$ cat src/rtl/birthday_seq_ctrl_if.sv
// rtl/birthday_seq_ctrl_if.sv - digit lookup bus between the sequencer and the combinational digit ROM
//   rom_idx   : 3-bit index driven by the sequencer (master)
//   rom_digit : 4-bit digit returned by the lookup in the same cycle (slave)
interface birthday_seq_ctrl_if;
    logic [2:0] rom_idx;
    logic [3:0] rom_digit;

    modport master (
        output rom_idx,
        input  rom_digit
    );

    modport slave (
        input  rom_idx,
        output rom_digit
    );
endinterface

$ cat src/rtl/birthday_seq_ctrl.sv
// rtl/birthday_seq_ctrl.sv - birthday digit sequencer with rate divider, pause/step and scroll window
//   CLK, rst_n  : clock, asynchronous active-low reset
//   start       : level; starts a run from IDLE, resumes from HOLD
//   stop        : level; pauses a run, wins over start
//   step        : level; one advance per cycle in IDLE or HOLD
//   loop_en     : 1 = wrap and keep running, 0 = end after the last digit
//   div         : tick period is div+1 clocks
//   rom         : digit lookup bus (index out, digit back same cycle)
//   digit_out   : last captured digit
//   digit_valid : one-cycle strobe when digit_out updates
//   disp        : 4-digit scroll window, newest digit in [3:0]
//   busy        : high in RUN or HOLD
//   done        : one-cycle pulse at the end of a one-shot run
module birthday_seq_ctrl #(
    parameter int DIV_W      = 4,
    parameter int NUM_DIGITS = 8
) (
    input  logic                       CLK,
    input  logic                       rst_n,
    input  logic                       start,
    input  logic                       stop,
    input  logic                       step,
    input  logic                       loop_en,
    input  logic [DIV_W-1:0]           div,
    birthday_seq_ctrl_if.master        rom,
    output logic [3:0]                 digit_out,
    output logic                       digit_valid,
    output logic [15:0]                disp,
    output logic                       busy,
    output logic                       done
);

    localparam logic [2:0] LAST_IDX = 3'(NUM_DIGITS - 1);

    typedef enum logic [1:0] {
        S_IDLE = 2'd0,
        S_RUN  = 2'd1,
        S_HOLD = 2'd2,
        S_DONE = 2'd3
    } state_t;

    state_t           r_state;
    logic [DIV_W-1:0] r_pre;
    logic [2:0]       r_idx;
    logic [3:0]       r_digit;
    logic             r_valid;
    logic [15:0]      r_disp;
    logic             r_busy;
    logic             r_done;

    state_t           w_state_nxt;
    logic [DIV_W-1:0] w_pre_nxt;
    logic             w_adv;
    logic             w_at_last;

    assign w_at_last = (r_idx == LAST_IDX);

    // Next-state, prescaler and advance decision. The prescaler defaults to
    // zero so it is cleared in every state except an uninterrupted RUN.
    always_comb begin
        w_state_nxt = r_state;
        w_pre_nxt   = '0;
        w_adv       = 1'b0;
        unique case (r_state)
            S_IDLE: begin
                if (start && !stop) begin
                    w_state_nxt = S_RUN;
                end else if (step && !start) begin
                    w_adv = 1'b1;
                end
            end
            S_RUN: begin
                if (stop) begin
                    // A tick landing on the same edge as stop is dropped.
                    w_state_nxt = S_HOLD;
                end else if (r_pre > div) begin
                    // div shrank below the running count: restart without a tick.
                    w_pre_nxt = '0;
                end else if (r_pre == div) begin
                    w_adv = 1'b1;
                    if (w_at_last && !loop_en) begin
                        w_state_nxt = S_DONE;
                    end
                end else begin
                    w_pre_nxt = r_pre + 1'b1;
                end
            end
            S_HOLD: begin
                if (start && !stop) begin
                    w_state_nxt = S_RUN;
                end else if (step && !start) begin
                    // Stepping may wrap the index but never finishes the run.
                    w_adv = 1'b1;
                end
            end
            S_DONE: begin
                w_state_nxt = S_IDLE;
            end
            default: begin
                w_state_nxt = S_IDLE;
            end
        endcase
    end

    always_ff @(posedge CLK or negedge rst_n) begin
        if (!rst_n) begin
            r_state <= S_IDLE;
            r_pre   <= '0;
        end else begin
            r_state <= w_state_nxt;
            r_pre   <= w_pre_nxt;
        end
    end

    // Datapath: capture the looked-up digit, shift the window, bump the index.
    always_ff @(posedge CLK or negedge rst_n) begin
        if (!rst_n) begin
            r_idx   <= '0;
            r_digit <= '0;
            r_valid <= 1'b0;
            r_disp  <= '0;
        end else begin
            r_valid <= w_adv;
            if (w_adv) begin
                r_digit <= rom.rom_digit;
                r_disp  <= {r_disp[11:0], rom.rom_digit};
                r_idx   <= w_at_last ? 3'd0 : r_idx + 3'd1;
            end
        end
    end

    // Status flags are registered from the next state so they line up with
    // the state they describe.
    always_ff @(posedge CLK or negedge rst_n) begin
        if (!rst_n) begin
            r_busy <= 1'b0;
            r_done <= 1'b0;
        end else begin
            r_busy <= (w_state_nxt == S_RUN) || (w_state_nxt == S_HOLD);
            r_done <= (w_state_nxt == S_DONE);
        end
    end

    assign rom.rom_idx = r_idx;
    assign digit_out   = r_digit;
    assign digit_valid = r_valid;
    assign disp        = r_disp;
    assign busy        = r_busy;
    assign done        = r_done;

endmodule

$ cat src/flat_wrapper.sv
// flat-port wrapper written by rule: the top's interface ports become plain ports
module birthday_seq_ctrl_flat 
#(
    parameter int DIV_W      = 4,
    parameter int NUM_DIGITS = 8
)
  (CLK, rst_n, start, stop, step, loop_en, div, digit_out, digit_valid, disp, busy, done, rom_rom_idx, rom_rom_digit);
  birthday_seq_ctrl_if rom_i ();
  input  logic CLK;
  input  logic rst_n;
  input  logic start;
  input  logic stop;
  input  logic step;
  input  logic loop_en;
  input  logic [DIV_W-1:0] div;
  output logic [3:0] digit_out;
  output logic digit_valid;
  output logic [15:0] disp;
  output logic busy;
  output logic done;
  output wire logic [$bits(rom_i.rom_idx)-1:0] rom_rom_idx;
  input wire logic [$bits(rom_i.rom_digit)-1:0] rom_rom_digit;
  assign rom_rom_idx = rom_i.rom_idx;
  assign rom_i.rom_digit = rom_rom_digit;
  birthday_seq_ctrl #(.DIV_W(DIV_W), .NUM_DIGITS(NUM_DIGITS)) u_core (.CLK(CLK), .rst_n(rst_n), .start(start), .stop(stop), .step(step), .loop_en(loop_en), .div(div), .rom(rom_i), .digit_out(digit_out), .digit_valid(digit_valid), .disp(disp), .busy(busy), .done(done));
endmodule
$ cat config.mk
export PLATFORM = sky130hd
export DESIGN_NAME = birthday_seq_ctrl_flat
export DESIGN_NICKNAME = d
export VERILOG_FILES = /design/src/rtl/birthday_seq_ctrl_if.sv /design/src/rtl/birthday_seq_ctrl.sv /design/src/flat_wrapper.sv
export SDC_FILE = /design/constraint.sdc
export NUM_CORES = 1
export LEC_CHECK = 0
export ABC_AREA = 0
export BUFFER_PORTS_ARGS = -buffer_cell sky130_fd_sc_hd__buf_2
export CORE_MARGIN = 10
export CORE_UTILIZATION = 34
export CTS_CLUSTER_DIAMETER = 200
export DETAILED_ROUTE_END_ITERATION = 16
export PLACE_DENSITY = 0.68
export SLEW_MARGIN = 30
export SYNTH_ARGS = -nofsm -noshare
export SYNTH_HDL_FRONTEND = slang
export SYNTH_SLANG_ARGS = --single-unit
export TNS_END_PERCENT = 50
$ cat constraint.sdc
create_clock -name CLK -period 4.1 [get_ports CLK]
set_clock_uncertainty 0.15 [all_clocks]
set_input_delay 0.615 -clock CLK [delete_from_list [all_inputs] [get_ports CLK]]
set_output_delay 0.615 -clock CLK [all_outputs]
set_load 0.1 [all_outputs]
==> summary.md <==
| Metric | Value |
|---|---|
| Worst slew pin tran | `0.896 ns` |
| Hold Crit Class | `in -> async` |
| Period utilisation layout | `0.582` |
| Row Count | `22` |
| Layout cell share with drive strength beyond 1 | `0.504` |
| Post-detail-place hpwl | `2.23 mm` |
| Fin. Hold Viols | `0` |
| Placed insts | `173` |
| Post-CTS sizing | `0` |
| Register clock-pin slew on the reported worst setup and hold paths | `0.09 ns` |
| DRT Pass-1 Iters | `4` |
| Syn avg cell area | `14.5 um2` |
| Initial antenna violation count | `0` |
| First-pass GRT wire length | `4.55 mm` |
| Die Span Y | `82.7 um` |
| Vias per cell | `4.72` |
| Setup Crit Path Kind | `in -> reg` |
| Synth unique cells | `22` |
| Worst r2r src | `u_core.r_pre[2]` |
| Initial Utilization | `0.357` |
| H-tree depth | `1` |
| Remaining global-route overflow | `0` |
| Post-CTS Hold Buffers | `0` |
| Sequential-to-total area share from yosys stat | `0.524` |
| Port Buffers | `39` |
| Post-Syn Area | `1340 um2` |
| CTS tree | `done` |
| Final net count | `152` |
| Pin count of the biggest net entering global routing | `29` |
| Antenna fix cells | `0` |
| Fmax | `419 MHz` |
| # Post-CTS Setup Buffers | `0` |
| Relative slew slack | `0.401` |
| Cts bufs inserted | `3` |
| Placer congestion estimate | `0.744` |
| Synth warnings | `0` |
| Status | `completed` |
| Minimum clock period | `2.39 ns` |
| Core area | `3740 um2` |
| Max Cap Viol | `0` |
| Clk buf depth | `2` |
| Layout area overhead | `21.0%` |
| Setup crit end kind | `flop` |
| GR Util All Layers | `0.0841` |
| # clock sinks | `28` |
| Max Transition Viols Final | `0` |
| Post-Synthesis Cells | `92` |
| DRC viols | `0` |
| Worst Setup Start Kind | `primary input` |
| RSZ-0062 raised after global routing | `no` |
| Later-pin clock latency in the skew report | `0.27 ns` |
| Post-Layout Cell Count | `177` |
| Root Driver | `clkbuf_8` |
| Worst EP arrival | `2.40 ns` |
| Most frequent cells in the layout | `39 x buf_2, 28 x dfrtp_1, 19 x mux2_4` |
| Launch point of the worst path | `div[2]` |
| Die ar. | `6840 um2` |
| DRT iter0 DRCs | `47` |
| Vias in the first global route | `979` |
| Final setup vio count | `0` |
| Drt total wl | `2.74 mm` |
| Yosys reg bits | `28` |
| Chip width | `82.7 um` |
| Critical Path RT | `4.11 ns` |
| Critical-path maximum fanout | `20` |
| Final ANT Viol Nets | `0` |
| Setup tns final | `0 ns` |
| Ports | `40` |
| Commonest non-fill, non-tap cell in the layout | `buf_2` |
| Detailed-route wire length per cell | `15.5 um` |
| Via Count | `836` |
| Syn_nets | `114` |
through the flow:
step	area, um2	hold WS (ns)	setup WS [ns]	utilization
3_3_place_gp	1550	0.334	1.50	0.413
6_report	1620	0.194	1.71	0.432
3_5_place_dp	1550	0.349	1.43	0.413
2_1_floorplan	1340	0.169	1.98	-
5_1_grt	1620	0.238	1.63	0.432
4_1_cts	1620	0.212	1.72	0.432
sequential cells by signal, summed over array words and instances, names as in the netlist:
name and flops:
u_core.digit_out 3, u_core.rom.rom_idx 3, u_core.r_state 2, u_core.done 1
u_core.disp 13, u_core.digit_valid 1, u_core.busy 1, u_core.r_pre 4
routing by layer:
metal / GRT usage / wire [um] / vias up
met5: 0 / 0 / -
met4: 0.0151 / 20 / 0
met3: 0.0346 / 244 / 2
met2: 0.146 / 1300 / 27
met1: 0.0955 / 1170 / 410
li1: - / - / 397
path summary, 6_finish.rpt:
check / slack [ns] / endpoint / depth (start not counted)
max: 1.71 / u_core.disp[15] / 6
min: 0.19 / u_core.busy / 1
max reg2reg: 1.75 / u_core.disp[15] / 4
min reg2reg: 0.36 / u_core.r_pre[0] / 1
max in group asynchronous: 3.21 / u_core.rom.rom_idx[0] / 1
min in group CLK: 0.36 / u_core.r_pre[0] / 1
synth_stat cells:
| master | instances | share of area |
|---|---|---|
| a21o_1 | 1 | 0.0056 |
| a21oi_1 | 3 | 0.011 |
| a21oi_2 | 1 | 0.0065 |
| a311oi_1 | 3 | 0.020 |
| a31oi_1 | 2 | 0.0094 |
| and4_4 | 1 | 0.0084 |
| buf_4 | 4 | 0.022 |
| buf_6 | 2 | 0.017 |
| dfrtp_1 | 28 | 0.52 |
| ha_1 | 8 | 0.075 |
| inv_1 | 7 | 0.020 |
| mux2_4 | 19 | 0.21 |
| nand2_1 | 1 | 0.0028 |
| nand2b_1 | 3 | 0.014 |
| nand3_1 | 2 | 0.0075 |
| nor2_1 | 1 | 0.0028 |
| nor3b_1 | 1 | 0.0056 |
| nor3b_4 | 1 | 0.014 |
| o21ai_0 | 1 | 0.0037 |
| o22ai_1 | 1 | 0.0047 |
| xnor2_1 | 1 | 0.0065 |
| xor2_1 | 1 | 0.0065 |
logic make-up after synthesis:
| kind of cell | after synthesis | synth area share |
|---|---|---|
| fa+ha+maj | 8 | 0.0748 |
| xor+xnor | 2 | 0.0131 |
| buf+inv | 13 | 0.0589 |
| compound gates | 12 | 0.0608 |
| mux | 19 | 0.213 |
| simple gates | 10 | 0.0552 |
| flops | 28 | 0.524 |
layout make-up:
| class | count | area, um2 |
|---|---|---|
| fillers | 375 | 2120 |
| flip-flops and latches | 28 | 701 |
| multi-input cells | 51 | 566 |
| repair buffers | 39 | 195 |
| well taps | 48 | 60.1 |
| clock buffers | 3 | 41.3 |
| clock inverters | 1 | 30.0 |
| inverters | 7 | 26.3 |
critical path, stage by stage:
cell	delay, ns
buf_2	0.07
inv_1	0.04
ha_1	0.36
and4_4	0.23
a21oi_4	0.71
mux2_4	0.35
Power is not shown: default switching activity piles up to over one toggle a cycle in this logic, so the estimate is an artifact.
